**config.mk**
```make
export PLATFORM = sky130hd
export DESIGN_NAME = dcache_ctrl
export DESIGN_NICKNAME = d
export VERILOG_FILES = /design/src/rtl/dcache_ctrl.sv
export SDC_FILE = /design/constraint.sdc
export NUM_CORES = 1
export LEC_CHECK = 0
export ABC_AREA = 1
export CAP_MARGIN = 25
export CORE_AREA = 2 2 132 134
export DETAILED_ROUTE_END_ITERATION = 6
export DIE_AREA = 0 0 134 136
export PLACE_DENSITY = 0.89
export SLEW_MARGIN = 25
export SYNTH_ARGS = -nofsm -noshare
export SYNTH_HDL_FRONTEND = slang
export SYNTH_SLANG_ARGS = --single-unit
```
**constraint.sdc**
```tcl
create_clock -name clk -period 2.2 [get_ports clk]
set_clock_uncertainty 0.2 [all_clocks]
set_input_delay 0.22 -clock clk [delete_from_list [all_inputs] [get_ports clk]]
set_output_delay 0.22 -clock clk [all_outputs]
set_load 0.03 [all_outputs]
```
**src/rtl/dcache_ctrl.sv**
```systemverilog
// dcache_ctrl: write-through, no-write-allocate data-cache controller.
// It serves one CPU load/store at a time. Cacheable loads look up the cache
// and fill it on a miss. Uncached loads (addr[31:29]==3'b101) go straight to
// memory. Stores go to memory. A cacheable store also updates the cache line
// on a full-word write, or invalidates the line on a partial write.
//
// Ports:
//   clk, resetn                           clock, synchronous active-low reset
//   req/wr/addr/wdata/wstrb               CPU request (accepted on req & addr_ok)
//   addr_ok, data_ok, rdata               CPU handshake and load data
//   c_raddr/c_rdata/c_hit                 cache lookup
//   c_wen/c_clear/c_waddr/c_wdata         cache fill, update and invalidate
//   mem_req/mem_wr/mem_addr/mem_wdata/mem_wstrb, mem_addr_ok/mem_data_ok/mem_rdata
//                                         memory request and response
//   hit_cnt, miss_cnt                     counters, present only with DCACHE_PERF_CNT_EN
//
// Optional feature macro: DCACHE_PERF_CNT_EN (hit and miss-fill counters).
module dcache_ctrl (
    input  logic        clk,
    input  logic        resetn,
    input  logic        req,
    input  logic        wr,
    input  logic [31:0] addr,
    input  logic [31:0] wdata,
    input  logic [3:0]  wstrb,
    output logic        addr_ok,
    output logic        data_ok,
    output logic [31:0] rdata,
    output logic [29:0] c_raddr,
    input  logic [31:0] c_rdata,
    input  logic        c_hit,
    output logic        c_wen,
    output logic        c_clear,
    output logic [29:0] c_waddr,
    output logic [31:0] c_wdata,
    output logic        mem_req,
    output logic        mem_wr,
    output logic [31:0] mem_addr,
    output logic [31:0] mem_wdata,
    output logic [3:0]  mem_wstrb,
    input  logic        mem_addr_ok,
    input  logic        mem_data_ok,
    input  logic [31:0] mem_rdata
`ifdef DCACHE_PERF_CNT_EN
    ,
    output logic [31:0] hit_cnt,
    output logic [31:0] miss_cnt
`endif
);

    localparam int unsigned DW  = 32;
    localparam int unsigned WAW = 30;
    localparam int unsigned SW  = 4;

    typedef enum logic [2:0] {
        S_IDLE,
        S_LOOKUP,
        S_MISS_REQ,
        S_MISS_WAIT,
        S_WR_REQ,
        S_WR_WAIT
    } state_t;

    state_t          r_state;
    state_t          w_next;
    logic [WAW-1:0]  r_addr;
    logic            r_uncached;
    logic [DW-1:0]   r_wdata;
    logic [SW-1:0]   r_wstrb;
    logic [DW-1:0]   r_rdata;
    logic            w_accept;
    logic            w_in_uncached;
    logic            w_hit;
    logic            w_fill;
    logic            w_unused_ok;

    // Byte-offset bits never affect a word access.
    assign w_unused_ok   = &{1'b0, addr[1:0]};
    assign w_in_uncached = (addr[31:29] == 3'b101);
    assign w_accept      = req & addr_ok;

    // State and latched request; the request register clears on reset.
    always_ff @(posedge clk) begin
        if (!resetn) begin
            r_state    <= S_IDLE;
            r_addr     <= '0;
            r_uncached <= 1'b0;
            r_wdata    <= '0;
            r_wstrb    <= '0;
            r_rdata    <= '0;
        end else begin
            r_state <= w_next;
            if (w_accept) begin
                r_addr     <= addr[31:2];
                r_uncached <= w_in_uncached;
                r_wdata    <= wr ? wdata : '0;
                r_wstrb    <= wr ? wstrb : '0;
            end
            if (data_ok) begin
                r_rdata <= rdata;
            end
        end
    end

    // Next state and outputs. Everything is held at 0 while resetn is low,
    // so a transaction cut off by reset never signals completion.
    always_comb begin
        w_next    = r_state;
        addr_ok   = 1'b0;
        data_ok   = 1'b0;
        rdata     = r_rdata;
        c_raddr   = '0;
        c_wen     = 1'b0;
        c_clear   = 1'b0;
        c_waddr   = '0;
        c_wdata   = '0;
        mem_req   = 1'b0;
        mem_wr    = 1'b0;
        mem_addr  = '0;
        mem_wdata = '0;
        mem_wstrb = '0;
        w_hit     = 1'b0;
        w_fill    = 1'b0;
        if (resetn) begin
            if (r_state != S_IDLE) begin
                c_raddr = r_addr;
            end
            case (r_state)
                S_IDLE: begin
                    addr_ok = 1'b1;
                    if (req) begin
                        if (wr)                 w_next = S_WR_REQ;
                        else if (w_in_uncached) w_next = S_MISS_REQ;
                        else                    w_next = S_LOOKUP;
                    end
                end
                S_LOOKUP: begin
                    if (c_hit) begin
                        data_ok = 1'b1;
                        rdata   = c_rdata;
                        w_hit   = 1'b1;
                        w_next  = S_IDLE;
                    end else begin
                        w_next  = S_MISS_REQ;
                    end
                end
                S_MISS_REQ: begin
                    mem_req  = 1'b1;
                    mem_addr = {r_addr, 2'b00};
                    if (mem_addr_ok) w_next = S_MISS_WAIT;
                end
                S_MISS_WAIT: begin
                    if (mem_data_ok) begin
                        data_ok = 1'b1;
                        rdata   = mem_rdata;
                        if (!r_uncached) begin
                            c_wen   = 1'b1;
                            c_waddr = r_addr;
                            c_wdata = mem_rdata;
                            w_fill  = 1'b1;
                        end
                        w_next = S_IDLE;
                    end
                end
                S_WR_REQ: begin
                    mem_req   = 1'b1;
                    mem_wr    = 1'b1;
                    mem_addr  = {r_addr, 2'b00};
                    mem_wdata = r_wdata;
                    mem_wstrb = r_wstrb;
                    // Update or invalidate the cached copy exactly once, at the memory handshake.
                    if (mem_addr_ok) begin
                        if (!r_uncached) begin
                            c_waddr = r_addr;
                            if (r_wstrb == 4'hF) begin
                                c_wen   = 1'b1;
                                c_wdata = r_wdata;
                            end else begin
                                c_clear = 1'b1;
                            end
                        end
                        w_next = S_WR_WAIT;
                    end
                end
                S_WR_WAIT: begin
                    if (mem_data_ok) begin
                        data_ok = 1'b1;
                        w_next  = S_IDLE;
                    end
                end
                default: w_next = S_IDLE;
            endcase
        end
    end

`ifdef DCACHE_PERF_CNT_EN
    // Hit and miss-fill counters, wrapping at 2^32.
    always_ff @(posedge clk) begin
        if (!resetn) begin
            hit_cnt  <= '0;
            miss_cnt <= '0;
        end else begin
            if (w_hit)  hit_cnt  <= hit_cnt + 32'(1);
            if (w_fill) miss_cnt <= miss_cnt + 32'(1);
        end
    end
`endif

endmodule

```
After elaboration in Yosys (flattened, before gate mapping). Index checks and enable logic that the tools add are counted. W data, S select, Z words.

Register bits: 102. Output and inout bits: 198. Logic and storage cells: 79.

Equality and inequality tests: 11. Mux-type cells: 56. Bitwise logic cells: 1. Reductions and logical operators: 5.

Operator list (count): $mux W32 (14); $mux W30 (6); $pmux W32 S2 (2); $pmux W30 S2 (1); $mux W1 (20); $mux W3 (5); $pmux W3 S5 (1); $mux W4 (3); $eq A3 B3 Y1 const B (3); $eq A3 B2 Y1 const B (2); $ne A2 B2 Y1 const B (3); $eq A4 B4 Y1 const B (1); $mux W2 (2); $pmux W1 S2 (2); $reduce_and A4 Y1 (1); $reduce_or A2 Y1 (2); $eq A3 B1 Y1 const B (1); $logic_not A3 Y1 (1); $reduce_bool A3 Y1 (1); $ne A2 B1 Y1 const B (1); $and A1 B1 Y1 (1).

Depth between registers and ports, before layout.
Word-level depth: 6. Mapped depth: 10.

Least setup slack after synthesis. OpenSTA, ideal clock, no wires.

Kind: register to output. Start: reg r_state[0]. End: out mem_wdata[10]. Arrival time: 2.021 ns. Data required time: 1.780 ns. Setup slack: -0.241 ns. Stages on the path, launching flop included: 7. Buffers on the path: 1. Cell sequence: dfxtp_1 > nor2_1 > nand2_1 > nor2_1 > clkinv_1 > clkbuf_1 > nor2_1.

Cells in the longest elaborated chain, start to end: 3.

RTL lines: from (decl) (RTL line 64) `state_t r_state;`; from (signal assigned) (RTL line 92) `r_state <= w_next;`; $eq A3 B3 Y1 (RTL line 128) `case (r_state)`; $mux W32 (RTL line 128); $mux W32 (RTL line 124) `if (resetn) begin`; to (decl) (RTL line 39) `output logic [31:0] mem_wdata,`.

Every way passes these cells.

Worst setup path after layout.
Start: reg r_state[2]. End: out rdata[24].

Cells in the longest elaborated chain, start to end: 3. Elaborated cells between the ends (all ways): 4. Classes of those cells: eq/ne: 2; mux: 2.

RTL lines: $eq A3 B2 Y1 or $eq A3 B1 Y1 (tied branches) (RTL line 128); $pmux W32 S2 (*) (RTL line 128); $mux W32 (*) (RTL line 124); to (decl) (RTL line 28) `output logic [31:0] rdata,`.

Mark *: on every way between the ends. The rest lies on a longest branch, timed or not.

==> impl_results.md <==
- GRT Util Overall: 0.2766
- # rows: 48
- Bufs on Longest Clock Path: 2
- Number of cells produced by synthesis: ~1100
- DR vias: ~8600
- Vias in the first global route: 7612
- TritonCTS clock tree: yes
- Fin Setup TNS: -2.667 ns
- Share of cells above drive strength 1: 0.2858
- Slowest stage delay, CP: 0.33 ns
- Yosys Warn Count: 0
- Cts hold-fix bufs: 0
- Worst-Margin Slew: 0.6126 ns
- CTS buffer count: 9
- Slew HR: 0.5916
- Residual DRC count: 0
- VDD IR-drop max: 474.1 uV
- Clock root buffer: clkbuf_16
- Worst setup EP type: output pin
- H-tree depth: 3
- Clock slew at reported path FFs: about 0.080 ns
- Final Slew Violations: 0
- Die X: 134 microns
- Pwr per Cell Area: 658.1 nW/um^2
- Global route overflow: 0
- Dpl hpwl: ~19000 microns
- Setup crit start kind: register
- Filler instances: 1352
- Port Buffers: 332
- Most frequent cells in the layout: 267 x nand2_1, 221 x buf_4, 133 x clkdlybuf4s50_1
- Yosys reg bits: 102
- Hold Crit Class: in2reg
- Placer congestion estimate: 0.9007
- Min Clock Period, post-route: 2.293 ns
- Achievable Freq: ~0.44 GHz
- Clk_lat worst skew: 0.35 ns
- Period utilization: 1.042
- Synth unique cells: 22
- Core box area: 16880 sq um
- Most common cell after layout, fill and taps aside: nand2_1
- Initial antenna violation count: 2
- Hold Violations, Final: 0
- Final #Nets: 1558
- Total power: between 7 and 8 mW
- Largest fanout on the critical path: 6
- I/O pin cnt: 337
- Sequential share of the synthesized area: 0.3276
- Failing checks: setup timing
- Multi-input gate area: about 3800 sq um
- Syn Area/Cell: 5.835 sq um
- Final Cell Area: 10930 sq um
- Leak Pwr: 4.717 nW
- Die Y: 136 microns
- Number of max-cap violations: 0
- Area grow syn2layout: 75.39%
- Clock tree sinks: 102
- Initial Util: 0.3693
- Largest net degree at the start of global routing: 80
- Slowest CP cell: dfxtp_2
- First-pass GRT wire length: 39540 microns
- Worst Path Arrival: 1.87 ns
- Crit path cell chain: inv_2 > nand2_4 > nor2_4 > bufbuf_16 > nand2_1 > o211ai_1 > nand2_1 > o21ai_2 > buf_12
- Initial drt markers: 723
- Vias per inst: 5.202
- WP data required: 1.78 ns
- Routed WL: approximately 29000 microns
- Post-route ant nets: 0
- Routed len/inst: 17.26 microns
- CP Class: reg2out
- Pre-antenna DRT Iters: 5
- RSZ-0062 raised after global routing: true
- FF+latch area: roughly 2100 sq um
- Status: finished, violations left
- Synthesized cell area: approximately 6200 sq um
- Setup violations, final: 79
- Setup ws final: -0.09344 ns
- Dpl cell area: 9539 sq um
- Most Frequent Cell on Critical Path: nand2_1
- Die area: 18220 sq um
==> cells in the mapped netlist (all sizes together) <==
cell type  number  share of area
o21ai         131           0.11
a21oi          74          0.059
conb            1        0.00060
nand2         309           0.19
buf            42          0.036
o211ai         31          0.037
inv           116          0.070
nand3b          1         0.0012
clkbuf         42          0.025
dfxtp         102           0.33
nor4            1         0.0020
clkinv          1        0.00060
nor2          142          0.087
nand3          68          0.055
nor3            2         0.0016
nand4           5         0.0050
==> state kept, by name, indices dropped and copies added, names as in the netlist <==
name / flops
r_state: 3
r_rdata: 32
r_wdata: 32
r_uncached: 1
r_wstrb: 4
r_addr: 30
==> routing by layer <==
layer | wire [microns] | GRT usage | vias up
met5 | 0 | 0 | -
met4 | 1372 | 0.1442 | 0
met3 | 2377 | 0.05966 | 90
met2 | 14040 | 0.4818 | 461
met1 | 10710 | 0.3190 | 3949
li1 | - | - | 4088
==> metrics by stage <==
step | hold slack (ns) | util | cells | setup WS [ns]
global route | 0.2266 | 0.6477 | 1651 | -0.2059
detailed placement | 0.2756 | 0.5652 | 1581 | -0.01625
floorplan | 0.1327 | - | 1069 | -0.02621
finish | 0.2212 | 0.6477 | 1651 | -0.09344
CTS | 0.1935 | 0.6175 | 1635 | -0.08151
global placement | 0.2697 | 0.5652 | 1581 | 0.03784
==> cell type report <==
cell class | instances | area share
inverters | 117 | 0.04064
flip-flops and latches | 102 | 0.1877
well taps | 225 | 0.02576
clock buffers | 9 | 0.02060
diodes | 2 | 0.0004579
clock inverters | 7 | 0.007097
multi-input cells | 766 | 0.3455
repair buffers | 423 | 0.3723
==> worst paths after layout <==
| check | start | to | slack (ns) | cells after the start |
|---|---|---|---|---|
| worst max register to register | r_state[2] | r_rdata[23] | 0.07 | 15 |
| worst min-delay path | addr[2] | r_addr[0] | 0.22 | 3 |
| worst max-delay path | r_state[2] | rdata[24] | -0.09 | 9 |
| worst min register to register | r_wstrb[0] | r_wstrb[0] | 0.29 | 2 |
==> logic make-up (layout without fill, tap and decap cells) <==
family	Yosys count	in the layout	synth area share
and+or+nand+nor	528	528	0.3381
AOI/OAI and AO/OA	236	236	0.2020
buffers and inverters	201	556	0.1317
DFF	102	102	0.3276
other	1	4	0.0006017
==> power breakdown <==
part	internal (mW)	leakage (nW)	switching, mW
logic	1.27	3.74	2.04
registers	2.09	0.832	0.122
clock network	0.896	0.147	0.779
==> repair_timing <==
action | CTS | global route
setup buffers | 37 | 13
pin swaps | 11 | 26
setup endpoints to repair | 154 | 153
cloned | 1 | 4
resized for setup | 82 | 111
==> critical path: cells and delay by family (launching register included) <==
| family | cells | cell delay (ns) |
|---|---|---|
| and+or+nand+nor | 4 | 0.40 |
| AOI/OAI and AO/OA | 2 | 0.26 |
| DFF | 1 | 0.33 |
| buffers and inverters | 3 | 0.52 |
(Power assumes the default switching activity.)
